[src/rtl/mem_pkg.sv]
// Shared types and address-decode helpers for the banked data memory front-end.
package mem_pkg;

  localparam int WIDTH   = 32;
  localparam int RAMSIZE = 512;
  localparam int NBANKS  = 7;
  localparam int OB      = $clog2(RAMSIZE);

  // One buffered request as it travels through the request FIFO.
  typedef struct packed {
    logic             we;
    logic [WIDTH-1:0] addr;
    logic [WIDTH-1:0] wdata;
  } mem_req_t;

  // Upper address bits select the bank; values >= NBANKS are out of range.
  function automatic logic [WIDTH-OB-1:0] bank_of(input logic [WIDTH-1:0] addr);
    return addr[WIDTH-1:OB];
  endfunction

  // Lower address bits select the word inside a bank.
  function automatic logic [OB-1:0] offset_of(input logic [WIDTH-1:0] addr);
    return addr[OB-1:0];
  endfunction

endpackage

[src/rtl/mem_req_fifo.sv]
// In-order request buffer; power-of-two depth so pointers wrap naturally.
module mem_req_fifo #(
  parameter int  DEPTH = 4,
  parameter type T     = logic,
  localparam int AW    = $clog2(DEPTH)
) (
  input  logic        clk,
  input  logic        rst_n,
  input  logic        push,
  input  logic        pop,
  input  T            push_data,
  output logic        full,
  output logic        empty,
  output logic [AW:0] count,
  output T            head
);

  T              store_q [DEPTH];
  logic [AW-1:0] wr_ptr;
  logic [AW-1:0] rd_ptr;

  // Entry storage carries no reset; only the bookkeeping below is cleared.
  always_ff @(posedge clk) begin
    if (push) store_q[wr_ptr] <= push_data;
  end

  // Pointers and occupancy; a simultaneous push and pop leaves count unchanged.
  always_ff @(posedge clk or negedge rst_n) begin
    if (!rst_n) begin
      wr_ptr <= '0;
      rd_ptr <= '0;
      count  <= '0;
    end else begin
      if (push) wr_ptr <= wr_ptr + 1'b1;
      if (pop)  rd_ptr <= rd_ptr + 1'b1;
      case ({push, pop})
        2'b10:   count <= count + 1'b1;
        2'b01:   count <= count - 1'b1;
        default: count <= count;
      endcase
    end
  end

  assign head  = store_q[rd_ptr];
  assign full  = (count == (AW+1)'(DEPTH));
  assign empty = (count == '0);

endmodule

[src/rtl/mem_bank_sequencer.sv]
// Request front-end for the banked data memory: buffers load/store requests,
// drives one bank per issue cycle and registers the response.
module mem_bank_sequencer
  import mem_pkg::*;
#(
  parameter int WIDTH   = mem_pkg::WIDTH,
  parameter int RAMSIZE = mem_pkg::RAMSIZE,
  parameter int NBANKS  = mem_pkg::NBANKS,
  parameter int DEPTH   = 4
) (
  input  logic                     clk,
  input  logic                     rst_n,
  input  logic                     req_valid,
  output logic                     req_ready,
  input  logic                     req_we,
  input  logic [WIDTH-1:0]         req_addr,
  input  logic [WIDTH-1:0]         req_wdata,
  output logic                     rsp_valid,
  input  logic                     rsp_ready,
  output logic [WIDTH-1:0]         rsp_rdata,
  output logic                     rsp_err,
  output logic [15:0]              err_count,
  output logic [NBANKS-1:0]        mem_we,
  output logic [WIDTH*NBANKS-1:0]  mem_a,
  output logic [WIDTH*NBANKS-1:0]  mem_wd,
  input  logic [WIDTH*NBANKS-1:0]  mem_rd
);

  localparam int AW    = $clog2(DEPTH);
  localparam int OFS_W = $clog2(RAMSIZE);
  localparam int BW    = WIDTH - OFS_W;

  mem_req_t         req_in;
  mem_req_t         head;
  logic             full;
  logic             empty;
  logic [AW:0]      count;
  logic             push;
  logic             issue;
  logic [BW-1:0]    bank;
  logic [OFS_W-1:0] offset;
  logic             err;
  logic [WIDTH-1:0] rd_sel;
  logic [15:0]      err_cnt;

  assign req_in    = '{we: req_we, addr: req_addr, wdata: req_wdata};
  assign req_ready = rst_n && !full;
  assign push      = req_valid && req_ready;
  assign issue     = !empty && (!rsp_valid || rsp_ready);
  assign err_count = err_cnt;

  mem_req_fifo #(
    .DEPTH (DEPTH),
    .T     (mem_req_t)
  ) u_fifo (
    .clk       (clk),
    .rst_n     (rst_n),
    .push      (push),
    .pop       (issue),
    .push_data (req_in),
    .full      (full),
    .empty     (empty),
    .count     (count),
    .head      (head)
  );

  // Decode the head entry and steer it onto exactly one bank while issuing.
  always_comb begin
    bank   = bank_of(head.addr);
    offset = offset_of(head.addr);
    err    = (bank >= BW'(NBANKS));
    mem_we = '0;
    mem_a  = '0;
    mem_wd = '0;
    rd_sel = '0;
    for (int k = 0; k < NBANKS; k++) begin
      if (!err && bank == BW'(k)) begin
        rd_sel = mem_rd[k*WIDTH +: WIDTH];
        if (issue) begin
          mem_we[k]                = head.we;
          mem_a[k*WIDTH +: WIDTH]  = WIDTH'(offset);
          mem_wd[k*WIDTH +: WIDTH] = head.wdata;
        end
      end
    end
  end

  // Response register and error counter; capture on issue, drop when consumed.
  always_ff @(posedge clk or negedge rst_n) begin
    if (!rst_n) begin
      rsp_valid <= 1'b0;
      rsp_err   <= 1'b0;
      rsp_rdata <= '0;
      err_cnt   <= '0;
    end else if (issue) begin
      rsp_valid <= 1'b1;
      rsp_err   <= err;
      rsp_rdata <= (!head.we && !err) ? rd_sel : '0;
      if (err && err_cnt != 16'hFFFF) err_cnt <= err_cnt + 1'b1;
    end else if (rsp_valid && rsp_ready) begin
      rsp_valid <= 1'b0;
    end
  end

  // Occupancy flags from the FIFO must agree with its count.
  always @(posedge clk) begin
    if (rst_n) assert (full == (count == (AW+1)'(DEPTH)));
  end

endmodule

[config.mk]
export PLATFORM = sky130hd
export DESIGN_NAME = mem_bank_sequencer
export DESIGN_NICKNAME = d
export VERILOG_FILES = /design/src/rtl/mem_pkg.sv /design/src/rtl/mem_req_fifo.sv /design/src/rtl/mem_bank_sequencer.sv
export SDC_FILE = /design/constraint.sdc
export NUM_CORES = 1
export LEC_CHECK = 0
export ABC_AREA = 1
export CAP_MARGIN = 0
export CORE_AREA = 10 10 301 303
export CTS_CLUSTER_DIAMETER = 80
export CTS_CLUSTER_SIZE = 28
export DETAILED_ROUTE_END_ITERATION = 8
export DIE_AREA = 0 0 311 313
export PLACE_DENSITY = 0.51
export SYNTH_ARGS = -nofsm -noshare
export SYNTH_HDL_FRONTEND = slang
export SYNTH_SLANG_ARGS = --single-unit
[constraint.sdc]
create_clock -name clk -period 5.05 [get_ports clk]
set_input_delay 0.7575 -clock clk [delete_from_list [all_inputs] [get_ports clk]]
set_output_delay 0.7575 -clock clk [all_outputs]
set_load 0.03 [all_outputs]
[Word level (Yosys, flattened, before mapping)]
Memory sizes are Yosys's and may differ from the RTL's.
Index checks and enable logic that the tools add are counted.
Operators by class
  order comparisons: 1
  reduce and logical (&&, ||, !) cells: 24
  multiplexer cells: 37
  $add $sub $neg: 5
  equal/unequal tests: 10
Operators with widths (number)
  2-to-1 mux 32 bit: 21
  == test 23 x 3 -> 1 bit (second input constant): 3
  == test 23 x 2 -> 1 bit (second input constant): 2
  2-to-1 mux 9 bit: 3
  == test 23 x 1 -> 1 bit (second input constant): 1
  greater-or-equal comparator 23 x 3 -> 1 bit (second input constant): 1
  logical NOT 23 bit: 1
  adder 16 x 1 -> 16 bit (second input constant): 1
  != test 16 bit (second input constant): 1
  logical AND 1 bit: 13
  2-to-1 mux 1 bit: 12
  one-hot mux 3 bit (2 select lines): 1
  logical NOT 1 bit: 5
  adder 2 x 1 -> 2 bit (second input constant): 2
  nonzero test 2 bit: 2
  adder 3 x 1 -> 3 bit (second input constant): 1
  == test 3 bit (second input constant): 1
  logical NOT 3 bit: 1
  subtractor 3 x 1 -> 3 bit (second input constant): 1
  == test 2 x 1 -> 1 bit (second input constant): 1
  == test 2 bit (second input constant): 1
  AND reduction 2 bit: 1
  logical OR 1 bit: 1
Storage, ports and cells
  word-level logic and storage cells: 85
  output and inout bits: 506
  register bits: 57
  input port bits: 293
  memories kept: 1
  memory bits (writable): 260
Memory list
  u_fifo.store_q: depth 4, width 65, rd ports 1, clocked after memory_dff 0, write ports 1, line mem_req_fifo.sv:18  | T store_q [DEPTH];

[Longest topological paths before layout]
Gate-level depths: netlist of the first run.
An unclocked memory read counts as a cell.
  word-level depth: 12
  depth in mapped cells: 17
  depth with buffers taken out: 16

[Cells and area by module]
Synthesis of the first run repeated with hierarchy kept, for this count alone.
Unflattened totals
  cell total of the unflattened synthesis: 2137
  area total of the unflattened synthesis: 18027.3 um2
By module, submodules not included
  mem_req_fifo: area an instance 10845.4 um2, cells each 807, instances 1, seq. area each 7982.7 um2
  mem_bank_sequencer: area an instance 7181.9 um2, cells each 1330, instances 1, seq. area each 1251.2 um2

[Worst setup path after synthesis of the first run]
OpenSTA, ideal clock, no wires.
  path type: input to register
  start: input rst_n
  end: memory u_fifo.store_q[0][0] in the netlist's numbering, enable pin
  path buffers: 0
  path slack: 0.086 ns
  stages: 4
  data required time: 4.561 ns
  arrival: 4.475 ns
  setup time: 0.489 ns
  path through: inv_1 a31oi_1 nand2_1 nor2_1
Between the ends
  word-level cells in the longest chain between the ends: 4
RTL lines
  from (decl): line mem_bank_sequencer.sv:12  | input logic rst_n,
  logical AND 1 bit: line mem_bank_sequencer.sv:47  | assign req_ready = rst_n && !full;
  via req_ready: line mem_bank_sequencer.sv:14  | output logic req_ready,
  logical AND 1 bit: line mem_bank_sequencer.sv:48  | assign push = req_valid && req_ready;
  2-to-1 mux 1 bit: line mem_req_fifo.sv:24  | if (push) store_q[wr_ptr] <= push_data;
  2-to-1 mux 1 bit (not written as such): line mem_req_fifo.sv:24
  to (decl): line mem_req_fifo.sv:18
The timed path passes the listed nets, and every way through them passes these cells.

[Worst setup path in the final report of the first run]
  start: register u_fifo.rd_ptr[0]
  end: output mem_a[102]
Between the ends
  word-level cells in the longest chain between the ends: 5
  elaborated cells on any way between the ends: 7
  those cells by class: 1 x order compare; 1 x eq/ne; 2 x mux; 2 x reduce/logical; 1 x memory
RTL lines
  from (decl): line mem_req_fifo.sv:20  | logic [AW-1:0] rd_ptr;
  from (signal assigned): line mem_req_fifo.sv:35  | if (pop) rd_ptr <= rd_ptr + 1'b1;
  memory read (4 x 65 bit) *
  greater-or-equal comparator 23 x 3 -> 1 bit: line mem_bank_sequencer.sv:71  | err = (bank >= BW'(NBANKS));
  logical NOT 1 bit: line mem_bank_sequencer.sv:77  | if (!err && bank == BW'(k)) begin
  logical AND 1 bit: line mem_bank_sequencer.sv:77
  2-to-1 mux 32 bit *: line mem_bank_sequencer.sv:77
  to (decl): line mem_bank_sequencer.sv:24  | output logic [WIDTH*NBANKS-1:0] mem_a,
Every way passes the cells marked *; elsewhere a longest branch is shown, timed or not.

==> results of run 1 <==
-- final cells by class --
type	instances	area share (%)
antenna	7	0.0699
multi-input combinational	1478	26.4
tap	1144	5.71
timing repair buffer	687	25.4
inverter	114	1.72
clock buffer	26	2.51
clock inverter	18	1.29
sequential	317	36.9
-- metrics by stage --
step                      power, mW  hold slack [ns]  util (%)
final                          8.91            0.252      29.6
after global routing           9.46            0.265      29.6
after CTS                      9.07            0.246      29.6
after detailed placement       6.78            0.464      28.4
after global placement         6.79            0.462      28.4
after floorplan                5.35            0.462         -
-- layer usage --
metal	vias up	routed length, µm	share of wire [%]	GRT usage (%)
met2	686	45300	52	31.6
met3	97	5980	6.9	4.04
met5	-	0	0	0
met1	7602	33100	38	18.3
li1	7622	-	-	-
met4	0	1950	2.3	4.57
-- cell usage in the layout (no fill, tap or decap), types with 2 or more instances in the layout --
cell type,Yosys,final
o22ai_1,43,43
clkinv_8,0,4
clkdlybuf4s50_1,0,342
inv_6,0,2
inv_2,9,8
o21ai_0,94,94
nand3_2,0,2
diode_2,0,7
nand2_2,1,5
edfxtp_1,260,260
a21oi_1,66,65
dfrtp_1,57,55
nand3_1,72,70
nor3b_1,2,2
a31oi_1,2,2
ha_1,6,6
nor2_4,2,9
buf_4,166,316
o21ai_1,3,3
nor3_4,1,3
nand3b_1,6,6
nor3_1,8,8
clkbuf_16,0,25
buf_12,0,28
nand2_1,366,361
nand4_1,115,115
nor2_1,503,497
xor2_1,11,11
inv_16,0,6
clkinv_16,0,2
inv_1,104,104
conb_1,1,161
xnor2_1,7,7
-- worst max-delay path, stage by stage (launching register included) --
cell	delay [ns]
dfrtp_4	0.75
buf_4	0.39
nand4_1	0.13
nand2_1	0.09
nand2_1	0.05
nand2_1	0.07
nand3_1	0.10
nor2_4	0.13
nand3_1	0.14
inv_2	0.15
nand3_2	0.55
buf_12	0.40
nor2_1	0.11
buf_4	0.17
-- sequential cells by signal, summed over array words and instances (netlist names) --
name            flops
err_count          16
rsp_err             1
rsp_rdata          32
rsp_valid           1
u_fifo.count        3
u_fifo.rd_ptr       2
u_fifo.store_q    260
u_fifo.wr_ptr       2
-- Yosys cell counts, drive strengths merged --
library cell | number | area share (%)
xnor2 | 7 | 0.35
o21ai | 97 | 2.8
nor3 | 11 | 0.44
nand4 | 116 | 4.2
nor2 | 506 | 11
nand2 | 367 | 8.0
clkbuf | 76 | 1.6
nand3 | 72 | 2.1
ha | 6 | 0.43
nor3b | 2 | 0.087
o22ai | 43 | 1.6
o211ai | 1 | 0.043
nand3b | 6 | 0.26
buf | 208 | 8.4
a21oi | 66 | 1.9
conb | 1 | 0.022
edfxtp | 260 | 45
dfrtp | 57 | 8.2
or2 | 2 | 0.072
fa | 1 | 0.12
xor2 | 11 | 0.56
a31oi | 2 | 0.072
inv | 113 | 2.5
nor4 | 1 | 0.036
clkinv | 1 | 0.022
-- report_power, final --
part | leakage, nW | switching [mW] | total (mW) | internal, mW
Clock | 0.457 | 1.18 | 2.26 | 1.08
Combinational | 6.79 | 2.52 | 3.37 | 0.855
Sequential | 3.11 | 0.161 | 3.29 | 3.12
Total | 10.4 | 3.86 | 8.91 | 5.06
-- repair_timing --
item / 4_1_cts / 5_1_grt
endpoints found under the hold margin: 0 / 0
gates resized for setup: 0 / 1
setup endpoints to repair: 3 / 20
pin swaps: 1 / 0
setup buffers: 3 / 0
-- how the worst max path moves through the flow --
stage,start,endpoint,slack (ns),cells past startpoint
floorplan,rst_n,u_fifo.store_q[0][0],0.09,4
global placement,u_fifo.rd_ptr[0],mem_a[128],0.60,13
detailed placement,u_fifo.rd_ptr[0],mem_a[128],0.62,13
CTS,u_fifo.rd_ptr[0],mem_wd[68],0.13,12
global route,u_fifo.rd_ptr[0],mem_a[102],0.13,13
finish,u_fifo.rd_ptr[0],mem_a[102],0.45,13
-- kinds of logic (layout without fill, tap and decap cells) --
| family | count (synthesis) | after routing |
|---|---|---|
| AO/OA/AOI/OAI | 209 | 209 |
| other | 1 | 168 |
| XOR/XNOR | 18 | 18 |
| buffers and inverters | 398 | 845 |
| flip-flops | 317 | 317 |
| AND/OR/NAND/NOR | 1083 | 1083 |
| adder cells (fa/ha/maj) | 7 | 7 |
==> results.ini, run 1 <==
[clock_tree]
root_buffer = clkbuf_16
clk_latency_ns = 0.58
h-tree-depth = 1
clock_path_buffers = 3
numCtsBuffers = 25
hold_buffers = 0
clock_sink_count = 317
cts_tree = yes
path_clk_slew_ns = 0.08

[timing]
fin_crit_sh_pct = 91.1
slew_violations = 0
skew_ns = 0.0252
setup_tns_ns = 0
relSlewSlack_pct = 34.2
finalWorstSetupSlack_ns = 0.451
finalHoldViolCount = 0
worst_pin_slew_ns = 0.984
min_period_ns = 4.60
fmax_ghz = 0.217
finalSetupViolations = 0
rsz0062_at_grt = no

[routing]
post_drt_wl_per_cell_um = 22.8
vias = 16000
wl_um = 86400
vias_per_cell = 4.22
drt-initial-drc-count = 1098
drt_first_pass_iters = 6
antenna_left = 0
drc = 0

[flow_run]
max_cap_violations = 0

[critical_path]
critPathArrivalTime_ns = 3.84
rrSetupSlack_ns = 1.02
crit_type = register to primary output
worst_ep_required_time_ns = 4.29
reg2reg_depth = 16
r2r_start = u_fifo.rd_ptr[0]
r2r_end = rsp_rdata[4]
cp_max_fo = 44
start_kind = register
end_kind = primary output

[global_routing]
track_usage_pct = 16.7
grt_max_degree = 66
antenna_found_initial = 18
grt_pass1_wl_um = 121000
grt_pass1_vias = 16600
overflow = 0

[place]
place_ws_ns = 0.621
port_buffers = 637
dp.final_hpwl_um = 64300
dp.cells = 3737
dpl_cell_area_mm2 = 0.0240
gp_congestion = 0.839

[layout]
design_area_mm2 = 0.0250
drive_gt1_share_pct = 15.9
regArea_mm2 = 0.00924
multi_input_area_mm2 = 0.00662
nFillCells = 8984
syn_to_final_growth_pct = 44.7
stdcell_count = 3791
nets = 2923

[synthesis]
yosysUniqueCellTypes = 36
ys_ff_latch = 317
synthXorXnorAreaFrac_pct = 0.911
synth_mux_area_share_pct = 0
synth_simple_gate_area_share_pct = 26.3
syn_inst = 2033
synth_top_family_by_area = simple AND/OR/NAND/NOR gates
ys_seq_area_share_pct = 53.4
synth_compound_area_share_pct = 6.38
yosysWarnings = 0
synth_area_mm2 = 0.0173
synthAdderAreaFrac_pct = 0.549
syn_area_per_cell_um2 = 8.51

[die]
coreArea_mm2 = 0.0846
pin_count = 799
die-width_um = 311
design.die.area_mm2 = 0.0973
fp.dieH_um = 313
row_count = 107
initial_core_util_pct = 20.5

[pwr]
peakVddDrop_v = 0.000287
leakagePower_nw = 10.4
cellPowerDensity_mw_per_mm2 = 356

[worst_hold_path]
hold_class = primary input to async pin

[status]
status = complete, no violations

(Power assumes the default switching activity.)
==> run 2: changes to the inputs <==
--- a/config.mk
+++ b/config.mk
@@ -7,12 +7,14 @@
 export LEC_CHECK = 0
 export ABC_AREA = 1
 export CAP_MARGIN = 0
-export CORE_AREA = 10 10 301 303
+export CORE_AREA = 10 10 300 302
+export CTS_BUF_LIST = sky130_fd_sc_hd__clkbuf_4 sky130_fd_sc_hd__clkbuf_8
 export CTS_CLUSTER_DIAMETER = 80
 export CTS_CLUSTER_SIZE = 28
 export DETAILED_ROUTE_END_ITERATION = 8
-export DIE_AREA = 0 0 311 313
-export PLACE_DENSITY = 0.51
+export DIE_AREA = 0 0 310 312
+export PLACE_DENSITY = 0.52
 export SYNTH_ARGS = -nofsm -noshare
 export SYNTH_HDL_FRONTEND = slang
+export SYNTH_HIERARCHICAL = 1
 export SYNTH_SLANG_ARGS = --single-unit
==> run 2 against run 1 <==
  * Critical endpoint is now mem_wd[48]
  * Utilization grew 0.22 points
  * Die area shrank 0.64%
  * Sequential cell count is the same
  * Global-route usage shrank 0.32 points
  * First-iteration DRC count shrank 22%
  * Largest power group unchanged
  * Count of clock-buffer cells in the layout shrank 5
  * Final cell count grew 1.4%
  * Clock power shrank 31%
  * Highest routed layer is now met5
==> results.ini, run 2 <==
[synthesis]
ys_top_cells_by_count = nor2_1, nand2_1, inv_1
syn_inst = 2137  ; +5.1%
synthArstFlopShare_pct = 18.0  ; unchanged
syn_area_per_cell_um2 = 8.44  ; -0.91%
synth_top_area_share_pct = 43.3  ; -1.8 points
synth_area_mm2 = 0.0180  ; +4.2%
ys_top_cells_by_area = edfxtp_1, nor2_1, nand2_1
yosysWarnings = 6  ; +6
post-synth-top-count-cell = nor2_1
ys_ff_latch = 317  ; unchanged
ys_seq_area_share_pct = 51.2  ; -2.1 points
yosysTopAreaCell = edfxtp_1
synth-edff-count = 260  ; unchanged
yosysUniqueCellTypes = 38  ; +5.6%
synth-main-ff-cell = edfxtp_1

[global_routing]
top_usage_layer = met2
use_met1_pct = 18.5  ; +0.15 points
use_met3_pct = 3.17  ; -0.87 points
gr-usage-met2_pct = 31.2  ; -0.36 points
track_usage_pct = 16.4  ; -0.32 points
overflow = 0  ; unchanged
grt_max_degree = 126  ; +91%
antenna_found_initial = 13  ; -5
grt_pass1_vias = 15800  ; -5.1%
grt_pass1_wl_um = 116000  ; -3.8%

[die]
coreArea_mm2 = 0.0843  ; -0.32%
fp.dieH_um = 312  ; -0.32%
initial_core_util_pct = 21.4  ; +0.92 points
design.die.area_mm2 = 0.0967  ; -0.64%
die-width_um = 310  ; -0.32%
pin_count = 799  ; unchanged
row_count = 107  ; unchanged

[clock_tree]
root_buffer = clkbuf_8
cts_tree = yes
h-tree-depth = 1  ; unchanged
clock_sink_count = 317  ; unchanged
clock_path_buffers = 3  ; unchanged
numCtsBuffers = 21  ; -16%
clk_latency_ns = 0.62  ; +0.04 ns
path_clk_slew_ns = 0.14  ; +0.06 ns

[critical_path]
critPathArrivalTime_ns = 4.00  ; +0.16 ns
rrSetupSlack_ns = 1.33  ; +0.31 ns
crit_buf_inv = 4  ; unchanged
reg2reg_depth = 13  ; -3
path_cells = buf_4 -> o211ai_1 -> nand2_1 -> nor2_1 -> nand2_1 -> nor2_4 -> buf_4 -> nand2_1 -> or4_2 -> buf_4 -> nor2_1 -> buf_12
start_kind = register
crit_family = simple AND/OR/NAND/NOR gates
cp_max_fo = 42  ; -4.5%
r2r_start = u_fifo/rd_ptr[1]
end_kind = primary output
critical_path.max_stage_delay_ns = 0.70  ; -0.05 ns
crit_slowest_cell = dfrtp_4
path_depth = 12  ; -1
crit_type = register to primary output
r2r_end = rsp_rdata[16]
worst_ep_required_time_ns = 4.29  ; about the same

[routing]
vias_per_cell = 4.11  ; -2.6%
drt-initial-drc-count = 861  ; -22%
drc = 0  ; unchanged
vias = 15800  ; -1.2%
drt_first_pass_iters = 5  ; -1
post_drt_wl_per_cell_um = 21.9  ; -3.8%
antenna_left = 0  ; unchanged
wl_um = 84200  ; -2.5%

[worst_hold_path]
hold_path_depth = 2
hold_class = register to register
hold_start = rsp_rdata[10]
whs_endpoint = rsp_rdata[10]

[timing]
min_period_ns = 4.76  ; +0.159 ns
finalHoldViolCount = 0  ; unchanged
holdWs_ns = 0.496  ; +0.244 ns
finalSetupViolations = 0  ; unchanged
skew_ns = 0.0360  ; +0.0108 ns
slew_violations = 0  ; unchanged
setup_tns_ns = 0  ; unchanged
fmax_ghz = 0.210  ; -3.3%
relSlewSlack_pct = 41.6  ; +7.4 points
worst_pin_slew_ns = 0.875  ; -0.109 ns
fin_crit_sh_pct = 94.2  ; +3.2 points
rsz0062_at_grt = no

[layout]
syn_to_final_growth_pct = 39.5
nets = 3036  ; +3.9%
final_common_cell = nor2_1
top_register = u_fifo/store_q
layout.cells.most_common_list = nor2_1, nand2_1, clkdlybuf4s50_1, buf_4, inv_1
nFillCells = 8905  ; -0.88%
largest_reg_flops = 260  ; unchanged
drive_gt1_share_pct = 16.4  ; +0.42 points

[place]
port_buffers = 637  ; unchanged
gp_congestion = 0.838  ; about the same
dp.final_hpwl_um = 64900  ; +0.80%

[pwr]
pwr-share-comb_pct = 42.3  ; +4.5 points
power_frac_clock_pct = 18.6  ; -6.7 points
leakagePower_nw = 11.0  ; +6.6%
internal_power_mw = 4.69  ; -7.3%
switchingPower_mw = 3.75  ; -2.7%
seqPwrFrac_pct = 39.1  ; +2.2 points
switching_share_pct = 44.5  ; +1.2 points
peakVddDrop_v = 0.000279  ; -2.8%
cellPowerDensity_mw_per_mm2 = 336  ; -5.7%

[status]
status = complete, no violations

[flow_run]
max_cap_violations = 0  ; unchanged

## run 2: worst max path at each step
stage / start / end / slack [ns]
CTS: u_fifo/rd_ptr[0] / mem_wd[196] / 0.21
floorplan: u_fifo/rd_ptr[0] / mem_a[33] / 1.78
finish: u_fifo/rd_ptr[0] / mem_wd[48] / 0.29
global placement: u_fifo/rd_ptr[0] / mem_a[99] / 0.79
global route: u_fifo/rd_ptr[0] / mem_wd[48] / 0.01
detailed placement: u_fifo/rd_ptr[0] / mem_wd[196] / 0.70
## run 2: layout make-up
type	count	area, µm²	area share [%]
sequential	317	9240	36.7
tap	1090	1360	5.42
clock inverter	15	268	1.06
multi-input combinational	1420	6480	25.8
inverter	286	1080	4.28
timing repair buffer	690	6430	25.5
antenna	5	12.5	0.0497
clock buffer	21	289	1.15
## run 2: logic make-up (layout without fill, tap and decap cells)
kind of cell | count (synthesis) | in the layout | share of synthesized area [%]
AND/OR/NAND/NOR | 1051 | 1051 | 23.4
buffers and inverters | 560 | 1012 | 16.4
flip-flops | 317 | 317 | 51.2
XOR/XNOR | 17 | 17 | 0.826
adder cells (fa/ha/maj) | 7 | 7 | 0.527
AO/OA/AOI/OAI | 184 | 184 | 7.56
other | 1 | 166 | 0.0208
## run 2: layer usage
metal / vias to the layer above / share of wire (%)
li1: 7661 / -
met1: 7421 / 38
met2: 646 / 53
met3: 81 / 7.3
met4: 6 / 1.9
met5: - / 0.062
## run 2: power groups by stage
stage	Combinational [mW]	Sequential, mW	Clock, mW
2_1_floorplan	2.30	3.37	0
3_3_place_gp	3.57	3.40	0
3_5_place_dp	3.57	3.40	0
4_1_cts	3.65	3.30	1.64
5_1_grt	3.91	3.33	1.73
6_report	3.57	3.30	1.57
## run 2: repair_timing
action,CTS,global route
hold endpoints to repair,16,0
hold buffers,1,0
endpoints found under the setup margin,1,42
buffers inserted,1,0
resized for setup,0,1
gates cloned,0,0
## run 2: worst min-delay path, stage by stage, from the launching register on
cell and delay, ns:
dfrtp_1 0.37, nand2_1 0.05, nand2_1 0.05
## run 2: stage by stage
step                total power, mW  instances  worst slack [ns]  cell area, µm²  utilization (%)
floorplan                      5.66       2297              1.78           18600                -
global placement               6.96       3801             0.793           24600             29.1
detailed placement             6.97       3801             0.697           24600             29.1
CTS                            8.59       3839             0.211           25100             29.8
global route                   8.97       3842            0.0147           25100             29.8
finish                         8.44       3844             0.292           25200             29.8
==> run 3: changes to the inputs <==
==> config.mk (replaced) <==
export PLATFORM = sky130hd
export DESIGN_NAME = mem_bank_sequencer
export DESIGN_NICKNAME = d
export VERILOG_FILES = /design/src/rtl/mem_pkg.sv /design/src/rtl/mem_req_fifo.sv /design/src/rtl/mem_bank_sequencer.sv
export SDC_FILE = /design/constraint.sdc
export NUM_CORES = 1
export LEC_CHECK = 0
export ABC_AREA = 0
export CAP_MARGIN = 0
export CORE_AREA = 10 10 299 301
export CTS_CLUSTER_DIAMETER = 80
export CTS_CLUSTER_SIZE = 28
export DETAILED_ROUTE_END_ITERATION = 8
export DIE_AREA = 0 0 309 311
export PLACE_DENSITY = 0.51
export SYNTH_ARGS = -nofsm -noshare
export SYNTH_HDL_FRONTEND = slang
export SYNTH_HIERARCHICAL = 1
export SYNTH_SLANG_ARGS = --single-unit
==> run 3 against run 2 <==
  * Setup slack better by 0.054 ns
  * Sequential cell count unchanged
  * Sequential share of layout area up 0.53 points
  * Critical path type unchanged
  * Routed wire length up 2.8%
  * Clock power up 50%
  * Combinational power about the same
  * Hold slack worse by 0.39 ns
  * Count of clock-buffer cells in the layout up 6
  * First-iteration DRC count up 39%
  * Non-clock buffer count down 8
  * Utilization about the same
  * Largest power group unchanged
==> results.ini, run 3 <==
[status]
status = complete, no violations

[timing]
relSlewSlack_pct = 27.5  ; -14 points
worst_pin_slew_ns = 1.09  ; +0.213 ns
min_period_ns = 4.70  ; -0.0540 ns
skew_ns = 0.0531  ; +0.0171 ns
setup_tns_ns = 0  ; unchanged
slew_violations = 0  ; unchanged
finalSetupViolations = 0  ; unchanged
fmax_ghz = 0.213  ; +1.1%
rsz0062_at_grt = no
finalHoldViolCount = 0  ; unchanged
fin_crit_sh_pct = 93.1  ; -1.1 points

[clock_tree]
clk_latency_ns = 0.61  ; about the same
cts_tree = yes
numCtsBuffers = 26  ; +24%
root_buffer = clkbuf_16
clock_path_buffers = 3  ; unchanged
clock_sink_count = 317  ; unchanged
path_clk_slew_ns = 0.10  ; -0.04 ns
h-tree-depth = 1  ; unchanged

[critical_path]
crit_slowest_cell = dfrtp_4
critPathArrivalTime_ns = 3.95  ; -0.05 ns
path_cells = buf_6 -> mux4_2 -> nor4_2 -> and3_4 -> nand3_4 -> nor2_1 -> buf_12
critical_path.max_stage_delay_ns = 0.58  ; -0.12 ns
end_kind = primary output
worst_ep_required_time_ns = 4.29  ; about the same
start_kind = register
crit_type = register to primary output
reg2reg_depth = 8  ; -5
cp_max_fo = 22  ; -48%

[place]
dpl_cell_area_mm2 = 0.0236  ; -3.7%
dp.final_hpwl_um = 63900  ; -1.5%
port_buffers = 637  ; unchanged
gp_congestion = 0.863  ; +3.0%

[routing]
drt_first_pass_iters = 5  ; unchanged
drc = 0  ; unchanged
routed-wl-met3_um = 7790  ; +27%
met1_length_um = 32600  ; +1.3%
drt-initial-drc-count = 1198  ; +39%
vias = 14500  ; -8.1%
post_drt_wl_per_cell_um = 27.3  ; +24%
wl_um = 86600  ; +2.8%
top_layer = met5
vias_per_cell = 4.58  ; +11%
antenna_left = 0  ; unchanged
wl_met2_um = 43800  ; -1.2%

[flow_run]
max_cap_violations = 0  ; unchanged

[synthesis]
syn_area_per_cell_um2 = 11.5  ; +36%
ys_ff_latch = 317  ; unchanged
ys_seq_area_share_pct = 54.1  ; +2.9 points
yosysWarnings = 6  ; unchanged
post-synth-top-count-cell = nor2_1
ys_top_cells_by_count = nor2_1, edfxtp_1, buf_4
synth-edff-count = 260  ; unchanged
synth_area_mm2 = 0.0171  ; -5.4%
syn_inst = 1484  ; -31%
yosysUniqueCellTypes = 52  ; +37%
yosysTopAreaCell = edfxtp_1
ys_top_cells_by_area = edfxtp_1, mux4_2, dfrtp_1
synth_top_area_share_pct = 45.8  ; +2.5 points
synthArstFlopShare_pct = 18.0  ; unchanged
synth-main-ff-cell = edfxtp_1

[global_routing]
grt_max_degree = 67  ; -47%
grt_pass1_wl_um = 118000  ; +2.0%
grt_pass1_vias = 15300  ; -2.7%
antenna_found_initial = 16  ; +3
overflow = 0  ; unchanged
track_usage_pct = 17.0  ; +0.57 points

[layout]
nets = 2368  ; -22%
multi_input_area_mm2 = 0.00674  ; +4.1%
drive_gt1_share_pct = 23.3  ; +7.0 points
largest_reg_flops = 260  ; unchanged
syn_to_final_growth_pct = 45.4
final_common_cell = clkdlybuf4s50_1
layout.cells.most_common_list = clkdlybuf4s50_1, nor2_1, buf_4, edfxtp_1, conb_1
design_area_mm2 = 0.0248  ; -1.4%
nFillCells = 8481  ; -4.8%
regArea_mm2 = 0.00924  ; about the same
top_register = u_fifo/store_q

[pwr]
internal_power_mw = 5.47  ; +17%
leakagePower_nw = 8.84  ; -20%
switchingPower_mw = 3.74  ; -0.43%
cellPowerDensity_mw_per_mm2 = 371  ; +11%
power_frac_clock_pct = 25.6  ; +7.0 points
peakVddDrop_v = 0.000236  ; -15%
seqPwrFrac_pct = 35.9  ; -3.2 points
switching_share_pct = 40.6  ; -3.9 points
pwr-share-comb_pct = 38.5  ; -3.8 points

[die]
die-width_um = 309  ; -0.32%
design.die.area_mm2 = 0.0961  ; -0.64%
fp.dieH_um = 311  ; -0.32%
coreArea_mm2 = 0.0833  ; -1.2%
initial_core_util_pct = 20.5  ; -0.89 points
pin_count = 799  ; unchanged
row_count = 106  ; -0.93%

[worst_hold_path]
hold_class = primary input to async pin

## run 3: cell types whose count changed in the layout (fill, tap and decap cells not counted), moves of 34 or more
cell,previous run,this run
nand2_1,445,54
inv_1,276,9
nor2_1,501,332
o211ai_1,114,30
mux4_2,0,65
nor4_1,1,65
nand4b_1,0,60
nand4_1,41,7
## run 3: power by group through the flow
| stage | registers (mW) | logic (mW) | clock network (mW) |
|---|---|---|---|
| floorplan | 3.33 | 2.24 | 0 |
| global placement | 3.35 | 3.58 | 0 |
| detailed placement | 3.37 | 3.60 | 0 |
| CTS | 3.31 | 3.63 | 2.45 |
| global route | 3.34 | 3.82 | 2.55 |
| finish | 3.30 | 3.55 | 2.36 |
## run 3: worst paths after layout
path / from / to / slack, ns
min in group clk: rsp_err / rsp_err / 0.49
max: u_fifo/rd_ptr[0] / mem_a[196] / 0.35
min reg2reg: rsp_err / rsp_err / 0.49
min: rst_n / rsp_rdata[29] / 0.11
max reg2reg: u_fifo/rd_ptr[0] / rsp_rdata[9] / 1.10
max in group asynchronous: rst_n / u_fifo/rd_ptr[1] / 4.06
## run 3: cell type report
cell class,instances,area share (%)
Multi-Input combinational cell,1031,27.2
Clock inverter,19,1.64
Tap cell,1080,5.45
Antenna cell,10,0.101
Inverter,10,0.151
Timing Repair Buffer,682,25.6
Sequential cell,317,37.3
Clock buffer,27,2.64
## run 3: critical path, delay by kind of cell (launching register included)
family / cells / cell delay (ns)
flip-flops: 1 / 0.58
AND/OR/NAND/NOR: 4 / 1.73
buffers and inverters: 2 / 0.45
multiplexers: 1 / 0.54
## run 3: logic make-up after synthesis
family | count (synthesis) | synth area share, %
AOI/OAI and AO/OA | 198 | 8.21
and+or+nand+nor | 576 | 16.5
adders and majority gates | 7 | 0.557
other | 1 | 0.0220
muxes | 67 | 8.71
buffers and inverters | 297 | 10.8
DFF | 317 | 54.1
xor gates and xnor gates | 21 | 1.08
## run 3: timing repair
item                                    CTS  global route
pin swaps                                 2             0
cloned                                    1             0
hold buffers                              0             0
resized for setup                         2             2
setup buffers                             4             0
endpoints found under the setup margin  112           157
## run 3: layer usage
layer  up-vias  track usage (%)
met3       107             4.21
li1       6352                -
met1      7245             19.6
met4        10             5.32
met5         -                0
met2       824             30.2
## run 3: metrics by stage
stage	power [mW]	hold WS, ns	util [%]	instances	setup slack [ns]
after global routing	9.70	0.0990	29.8	3173	0.103
after global placement	6.93	0.468	28.4	3115	0.409
after floorplan	5.57	0.457	-	1644	0.974
after CTS	9.39	0.0871	29.7	3166	0.0771
final	9.21	0.109	29.8	3176	0.346
after detailed placement	6.97	0.479	28.4	3115	0.398
